==> config.mk <==
export PLATFORM = sky130hd
export DESIGN_NAME = uart_rx_deserializer
export DESIGN_NICKNAME = d
export VERILOG_FILES = /design/src/rtl/uart_rx_deserializer.sv
export SDC_FILE = /design/constraint.sdc
export NUM_CORES = 1
export LEC_CHECK = 0
export BUFFER_PORTS_ARGS = -buffer_cell sky130_fd_sc_hd__buf_2
export CORE_ASPECT_RATIO = 0.8
export CORE_UTILIZATION = 51
export DETAILED_ROUTE_END_ITERATION = 16
export GPL_TIMING_DRIVEN = 0
export PLACE_DENSITY = 0.79
export SYNTH_ARGS = -nofsm -noshare
export SYNTH_HDL_FRONTEND = slang
export SYNTH_SLANG_ARGS = --single-unit
==> constraint.sdc <==
create_clock -name master_clock -period 4 [get_ports master_clock]
set_input_delay 0.4 -clock master_clock [delete_from_list [all_inputs] [get_ports master_clock]]
set_output_delay 0.4 -clock master_clock [all_outputs]
set_load 0.005 [all_outputs]
==> src/rtl/uart_rx_deserializer.sv <==
// uart_rx_deserializer
// ---------------------------------------------------------------------------
// 8N1 UART receiver, LSB first, oversampled OVERSAMPLE times per bit from the
// raw serial pin. Everything runs on master_clock; the downstream serial
// controller does its own crossing into its system clock.
//
// Ports
//   master_clock     : sole clock
//   reset            : synchronous, active-high reset
//   RxD              : raw asynchronous serial line, idle high
//   RxD_data_ready   : one-cycle pulse, a valid byte is on RxD_data
//   RxD_data[7:0]    : last received byte, held until the next valid byte
//   RxD_idle         : line quiet for at least IDLE_BITS bit times
//   RxD_endofpacket  : one-cycle pulse when RxD_idle rises after a byte
//   RxD_frame_error  : one-cycle pulse, stop bit sampled low
// ---------------------------------------------------------------------------
module uart_rx_deserializer #(
    parameter int CLK_FREQ   = 50000000,
    parameter int BAUD       = 115200,
    parameter int OVERSAMPLE = 8,
    parameter int IDLE_BITS  = 10
) (
    input  logic       master_clock,
    input  logic       reset,
    input  logic       RxD,
    output logic       RxD_data_ready,
    output logic [7:0] RxD_data,
    output logic       RxD_idle,
    output logic       RxD_endofpacket,
    output logic       RxD_frame_error
);

    localparam int DIV_RAW = CLK_FREQ / (BAUD * OVERSAMPLE);
    localparam int DIV     = (DIV_RAW < 1) ? 1 : DIV_RAW;
    // A one-bit counter is kept even when DIV==1; it then sits at 0 and
    // the tick is permanently high.
    localparam int DIV_W   = (DIV > 1) ? $clog2(DIV) : 1;
    localparam int SMP_W   = $clog2(OVERSAMPLE);
    localparam int GAP_MAX = OVERSAMPLE * IDLE_BITS;
    localparam int GAP_W   = $clog2(GAP_MAX + 1);

    localparam logic [DIV_W-1:0] DIV_LAST = DIV_W'(DIV - 1);
    localparam logic [SMP_W-1:0] SMP_LAST = SMP_W'(OVERSAMPLE - 1);
    localparam logic [SMP_W-1:0] SMP_HALF = SMP_W'(OVERSAMPLE / 2 - 1);
    localparam logic [GAP_W-1:0] GAP_FULL = GAP_W'(GAP_MAX);
    localparam logic [GAP_W-1:0] GAP_PRE  = GAP_W'(GAP_MAX - 1);

    typedef enum logic [2:0] {
        ST_IDLE      = 3'd0,
        ST_START     = 3'd1,
        ST_DATA      = 3'd2,
        ST_STOP      = 3'd3,
        ST_WAIT_HIGH = 3'd4
    } state_t;

    logic             rx_meta_q;
    logic             rx_sync_q;
    logic [DIV_W-1:0] div_cnt_q,    div_cnt_d;
    state_t           state_q,      state_d;
    logic [SMP_W-1:0] sample_cnt_q, sample_cnt_d;
    logic [2:0]       bit_cnt_q,    bit_cnt_d;
    logic [7:0]       shift_q,      shift_d;
    logic [GAP_W-1:0] gap_cnt_q,    gap_cnt_d;
    logic             pending_q,    pending_d;
    logic [7:0]       data_q,       data_d;
    logic             ready_q,      ready_d;
    logic             idle_q,       idle_d;
    logic             eop_q,        eop_d;
    logic             ferr_q,       ferr_d;

    logic tick_s;
    logic rx_s;

    assign rx_s   = rx_sync_q;
    assign tick_s = (div_cnt_q == DIV_LAST);

    // Next-state logic: tick divider, receive FSM, gap counter and pulses.
    always_comb begin
        div_cnt_d    = div_cnt_q;
        state_d      = state_q;
        sample_cnt_d = sample_cnt_q;
        bit_cnt_d    = bit_cnt_q;
        shift_d      = shift_q;
        gap_cnt_d    = gap_cnt_q;
        pending_d    = pending_q;
        data_d       = data_q;
        ready_d      = 1'b0;
        eop_d        = 1'b0;
        ferr_d       = 1'b0;

        if (tick_s) begin
            div_cnt_d = {DIV_W{1'b0}};
        end else begin
            div_cnt_d = div_cnt_q + DIV_W'(1);
        end

        if (tick_s) begin
            case (state_q)
                ST_IDLE: begin
                    if (!rx_s) begin
                        // A start edge beats a gap that saturates on the
                        // same tick: the gap restarts and no end-of-packet.
                        state_d      = ST_START;
                        sample_cnt_d = {SMP_W{1'b0}};
                        gap_cnt_d    = {GAP_W{1'b0}};
                    end else if (gap_cnt_q != GAP_FULL) begin
                        gap_cnt_d = gap_cnt_q + GAP_W'(1);
                        if ((gap_cnt_q == GAP_PRE) && pending_q) begin
                            eop_d     = 1'b1;
                            pending_d = 1'b0;
                        end else begin
                            eop_d     = 1'b0;
                        end
                    end else begin
                        gap_cnt_d = gap_cnt_q;
                    end
                end
                ST_START: begin
                    if (sample_cnt_q == SMP_HALF) begin
                        sample_cnt_d = {SMP_W{1'b0}};
                        if (!rx_s) begin
                            state_d   = ST_DATA;
                            bit_cnt_d = 3'd0;
                        end else begin
                            // Too short to be a start bit; gap stays cleared.
                            state_d   = ST_IDLE;
                        end
                    end else begin
                        sample_cnt_d = sample_cnt_q + SMP_W'(1);
                    end
                end
                ST_DATA: begin
                    if (sample_cnt_q == SMP_LAST) begin
                        sample_cnt_d = {SMP_W{1'b0}};
                        shift_d      = {rx_s, shift_q[7:1]};
                        if (bit_cnt_q == 3'd7) begin
                            state_d   = ST_STOP;
                            bit_cnt_d = 3'd0;
                        end else begin
                            bit_cnt_d = bit_cnt_q + 3'd1;
                        end
                    end else begin
                        sample_cnt_d = sample_cnt_q + SMP_W'(1);
                    end
                end
                ST_STOP: begin
                    if (sample_cnt_q == SMP_LAST) begin
                        sample_cnt_d = {SMP_W{1'b0}};
                        if (rx_s) begin
                            data_d    = shift_q;
                            ready_d   = 1'b1;
                            pending_d = 1'b1;
                            state_d   = ST_IDLE;
                        end else begin
                            ferr_d    = 1'b1;
                            state_d   = ST_WAIT_HIGH;
                        end
                    end else begin
                        sample_cnt_d = sample_cnt_q + SMP_W'(1);
                    end
                end
                ST_WAIT_HIGH: begin
                    // A break or stuck-low line is swallowed here.
                    if (rx_s) begin
                        state_d = ST_IDLE;
                    end else begin
                        state_d = ST_WAIT_HIGH;
                    end
                end
                default: begin
                    state_d      = ST_IDLE;
                    sample_cnt_d = {SMP_W{1'b0}};
                    bit_cnt_d    = 3'd0;
                end
            endcase
        end else begin
            state_d = state_q;
        end

        // Computed from next-state values so RxD_idle rises in the same
        // cycle as RxD_endofpacket and drops as soon as a start is seen.
        idle_d = (state_d == ST_IDLE) && (gap_cnt_d == GAP_FULL);
    end

    // State registers, including the two-flop RxD synchronizer.
    always_ff @(posedge master_clock) begin
        if (reset) begin
            rx_meta_q    <= 1'b1;
            rx_sync_q    <= 1'b1;
            div_cnt_q    <= {DIV_W{1'b0}};
            state_q      <= ST_IDLE;
            sample_cnt_q <= {SMP_W{1'b0}};
            bit_cnt_q    <= 3'd0;
            shift_q      <= 8'h00;
            gap_cnt_q    <= {GAP_W{1'b0}};
            pending_q    <= 1'b0;
            data_q       <= 8'h00;
            ready_q      <= 1'b0;
            idle_q       <= 1'b1;
            eop_q        <= 1'b0;
            ferr_q       <= 1'b0;
        end else begin
            rx_meta_q    <= RxD;
            rx_sync_q    <= rx_meta_q;
            div_cnt_q    <= div_cnt_d;
            state_q      <= state_d;
            sample_cnt_q <= sample_cnt_d;
            bit_cnt_q    <= bit_cnt_d;
            shift_q      <= shift_d;
            gap_cnt_q    <= gap_cnt_d;
            pending_q    <= pending_d;
            data_q       <= data_d;
            ready_q      <= ready_d;
            idle_q       <= idle_d;
            eop_q        <= eop_d;
            ferr_q       <= ferr_d;
        end
    end

    assign RxD_data_ready  = ready_q;
    assign RxD_data        = data_q;
    assign RxD_idle        = idle_q;
    assign RxD_endofpacket = eop_q;
    assign RxD_frame_error = ferr_q;

endmodule

; ---- After elaboration in Yosys (flattened, before gate mapping)
; Cells that the tools add are included.
; Widths: inputs -> output; s select.
[op_classes]
addsub = 4
multipliers = 0
n_div = 0
magnitude_cmp = 0
n_eq_ne = 20
shifts = 0
mux = 30
bitwise = 8
reduce_logical = 15
[ops]
columns = operator, count
row1 = $mux 3, 13
row2 = $mux 7, 4
row3 = $ne 2x2->1 const B, 9
row4 = $pmux 3 s5, 1
row5 = $eq 7x7->1 const B, 2
row6 = $pmux 3 s4, 1
row7 = $eq 3x2->1 const B, 3
row8 = $eq 3x3->1 const B, 3
row9 = $pmux 3 s3, 1
row10 = $mux 1, 8
row11 = $not 1->1, 8
row12 = $add 7x1->7 const B, 1
row13 = $ne 7x7->1 const B, 1
row14 = $reduce_and 7->1, 1
row15 = $add 3x1->3 const B, 2
row16 = $add 6x1->6 const B, 1
row17 = $eq 6x6->1 const B, 1
row18 = $logic_not 3->1, 2
row19 = $reduce_and 3->1, 2
row20 = $reduce_and 5->1, 1
row21 = $reduce_or 5->1, 1
row22 = $reduce_and 4->1, 1
row23 = $reduce_or 2->1, 2
row24 = $reduce_or 4->1, 1
row25 = other kinds (6), 7
[totals]
reg_bits = 45
latchBits = 0
ramBits = 0
romBits = 0
output_inout_bits = 12
elab_cells = 91
n_memories = 0

; ---- Depth between registers and ports, before layout
[depth]
word_depth = 7
depth_mapped = 9
ltp_nobuf = 8

; ---- Worst setup path after synthesis
; OpenSTA, ideal clock, no wires.
[synth_path]
kind = flip-flop to flip-flop
startpoint = reg sample_cnt_q[0]
endpoint = reg idle_q (netlist: RxD_idle)
setup_ps = 60
arrival_ps = 1870
required_ps = 3940
slack_ps = 2070
path_stages_with_launch = 9
n_path_buf = 0
path_cell_list = dfxtp_1 ha_1 ha_1 and3b_1 a32o_1 a22oi_1 nand2_1 nor4_1 a41o_1
[synth_via]
elab_chain_len = 6
[synth_lines]
columns = element, line_no
row1 = "start, declared", 60  ; logic [SMP_W-1:0] sample_cnt_q, sample_cnt_d;
row2 = "start signal, assigned", 192  ; sample_cnt_q <= {SMP_W{1'b0}};
row3 = "start signal, assigned", 207  ; sample_cnt_q <= sample_cnt_d;
row4 = $eq 3x3->1 / $eq 3x2->1 (equally long branches), "133, 147, 119"
row5 = $mux 3 (on tied branches), "147, 119, 133"
row6 = $pmux 3 s5 *, 98  ; case (state_q)
row7 = $mux 3 *, 97  ; if (tick_s) begin
row8 = $logic_not 3->1 *, 182  ; idle_d = (state_d == ST_IDLE) && (gap_cnt_d == GAP_FULL);
row9 = $logic_and 1x1->1 *, 182
row10 = "end signal, assigned", 214  ; idle_q <= idle_d;
row11 = "end, declared", 67  ; logic idle_q, idle_d;
; Every way passes the cells marked *; elsewhere a longest branch is shown, timed or not.
; A chain may end at the register's enable or synchronous reset.

; ---- Final worst setup path
; Ends and elaborated chain as after synthesis.

==> flow_metrics.py <==
metrics = {
    "synth": {
        "ys_ff_latch": 45,
        "syn-instance-count": 253,
        "synth_ff_type": "dfxtp_1",
        "yosysUniqueCellTypes": 47,
        "ys_async_sr_fraction_pct": 0,
        "synthesis.area_mm2": 0.002141,
        "synth.yosys.seq_area_share_pct": 42.08,
        "yosysWarnings": 0,
        "syn_area_per_cell_um2": 8.462,
        "syn-num-nets": 266,
        "synth_edf_count": 0,
    },
    "clocking": {
        "cts_tree": "built",
        "clkSinkCount": 45,
        "root_buffer": "clkbuf_8",
        "postCtsHoldBufs": 0,
        "clk_pin_slew_ns": 0.09,
        "cts-htree-levels": 2,
        "clk_latency_ns": 0.30,
        "cts_buffers": 5,
        "postCtsSetupBuffers": 0,
        "cts_resized": 0,
        "cts_buffer_depth": 2,
    },
    "drt": {
        "vias": 1834,
        "wl_per_cell_um": 13.85,
        "routed_wl_mm": 4.556,
        "dr.pass1.iters": 4,
        "ant_nets": 0,
        "vias_per_cell": 5.574,
        "drc": 0,
        "drt_iter0_drc": 99,
    },
    "place": {
        "hpwlAfterDp_mm": 3.317,
        "place_ws_ns": 1.826,
        "io_buffers": 13,
        "gp_congestion": 0.8454,
    },
    "setup_path": {
        "critPathMaxFanout": 5,
        "start_kind": "flip-flop",
        "worstSetupEndpointType": "flip-flop",
        "worstPathRequired_ns": 4.24,
        "worstSetupPathType": "reg2reg",
        "worst_ep_arrival_time_ns": 2.48,
        "r2r_cells": 8,
    },
    "timing": {
        "setup_slack_ns": 1.753,
        "finalSetupTns_ns": 0,
        "finalHoldViolations": 0,
        "grt_setup_unrepaired": "false",
        "period_minus_slack_ns": 2.247,
        "max_freq_mhz": 445.0,
        "setup_violations": 0,
        "max_slew.worst_pin.slew_ns": 0.8129,
        "holdWs_ns": 0.2801,
        "slew_headroom_pct": 45.39,
        "skew_ns": 0.005319,
        "slew_violations": 0,
        "period_share_pct": 56.18,
    },
    "layout": {
        "final_cell_mix": "45 x dfxtp_1, 35 x nand2_1, 24 x nor2_1",
        "nFillCells": 335,
        "antenna_cells": 0,
        "final_net_count": 286,
        "final_common_cell": "dfxtp_1",
        "drive_gt1_share_pct": 11.31,
        "area_delta_synth_final_pct": 11.63,
        "utilization_pct": 61.22,
    },
    "global_route": {
        "grt_pass1_vias": 1537,
        "antenna_found_initial": 0,
        "grt.total_usage_pct": 21.40,
        "overflow": 0,
        "grt_pass1_wl_mm": 7.141,
        "grt_max_degree": 16,
    },
    "worst_hold_path": {
        "hold_path_depth": 2,
        "worstHoldPathType": "in2reg",
    },
    "floorplanning": {
        "core-area_mm2": 0.003904,
        "initial_utilization_pct": 54.84,
        "dieHeight_um": 59.95,
        "dieArea_mm2": 0.004462,
        "pin_count": 15,
        "dieWidth_um": 74.44,
        "fp-row-count": 20,
    },
    "flow_run": {
        "drv_cap": 0,
    },
    "power": {
        "pwr_density_cell_mw_per_mm2": 354.4,
        "cellLeakagePower_uw": 0.0009396,
        "ir_worst_vdd_mv": 0.3020,
    },
    "outcome": {
        "status": "completed",
    },
}
worst max-delay path, stage by stage (launching register included):
cell	delay, ns
dfxtp_1	0.33
ha_1	0.23
ha_1	0.26
and3b_1	0.24
a32o_1	0.27
a22oi_1	0.25
nand2_1	0.11
nor4_1	0.27
a41o_1	0.22
synth_stat cells, types with 2 or more instances:
cell / instances / share of area [%]
or2_2: 2 / 0.58
mux2i_1: 9 / 4.2
nand4_1: 2 / 0.58
clkbuf_1: 8 / 1.4
buf_2: 3 / 0.70
a22oi_1: 4 / 1.4
and2_1: 2 / 0.58
dfxtp_1: 45 / 42
o22ai_1: 2 / 0.58
o21ai_0: 7 / 1.6
ha_1: 10 / 5.8
nor3_1: 11 / 2.6
and3_1: 3 / 0.88
xnor2_1: 3 / 1.2
nand2b_1: 6 / 1.8
nand2_1: 35 / 6.1
nor2_1: 24 / 4.2
nor2b_1: 5 / 1.5
nand3_1: 8 / 1.9
a21oi_1: 23 / 5.4
o211ai_1: 2 / 0.70
o21ai_1: 2 / 0.47
nor4b_1: 3 / 1.2
inv_1: 10 / 1.8
a31oi_1: 2 / 0.58
routing by layer:
metal  up-vias  global-route usage [%]  routed length (um)
li1        924                       -                   -
met2        35                   32.82                2012
met1       869                   29.61                2337
met4         0                   6.199                  49
met3         6                   5.565                 157
met5         -                       0                   0
power breakdown:
| part | total, uW | leakage, uW | switching [uW] | internal (uW) |
|---|---|---|---|---|
| combinational | 38.2 | 0.000521 | 24.3 | 13.9 |
| sequential | 461 | 0.000364 | 6.94 | 454 |
| clock | 348 | 0.0000543 | 161 | 187 |
cell families after synthesis:
family	Yosys count	synth area share (%)
xor+xnor	4	1.637
flops	45	42.08
simple gates	113	27.70
buf+inv	21	3.857
fa+ha+maj	10	5.845
mux	9	4.208
compound gates	51	14.67
per-stage QoR:
step | cell area, um^2 | power [uW] | cells
floorplan | 2141 | 497.7 | 253
global placement | 2275 | 507.3 | 321
detailed placement | 2275 | 508.9 | 321
CTS | 2390 | 850.7 | 329
global route | 2390 | 873.4 | 329
finish | 2390 | 846.8 | 329
cell type report:
class                   count  area (um^2)  share of cell area [%]
flip-flops and latches     45        900.9                   37.70
clock inverters             3        46.29                   1.937
well taps                  55        68.82                   2.880
plain buffers              11        45.04                   1.885
clock buffers               5        68.82                   2.880
inverters                  10        37.54                   1.571
repair buffers             13        65.06                   2.723
multi-input cells         187         1157                   48.43
state kept, by name, summed over array words and instances (netlist names), 3 cells and up:
register and cells:
bit_cnt_q 3, gap_cnt_q 7, RxD_data 8, div_cnt_q 6, state_q 3, shift_q 8, sample_cnt_q 3
final timing paths:
| check | end | slack (ns) | startpoint |
|---|---|---|---|
| setup / recovery | RxD_idle$_SDFF_PP1_ | 1.75 | sample_cnt_q[0]$_SDFFE_PP0P_ |
| hold / removal | rx_meta_q$_SDFF_PP1_ | 0.28 | RxD |
| setup reg to reg | RxD_idle$_SDFF_PP1_ | 1.75 | sample_cnt_q[0]$_SDFFE_PP0P_ |
| hold reg to reg | rx_s$_SDFF_PP1_ | 0.41 | rx_meta_q$_SDFF_PP1_ |
Note: power is estimated with default switching activity, not from simulation.
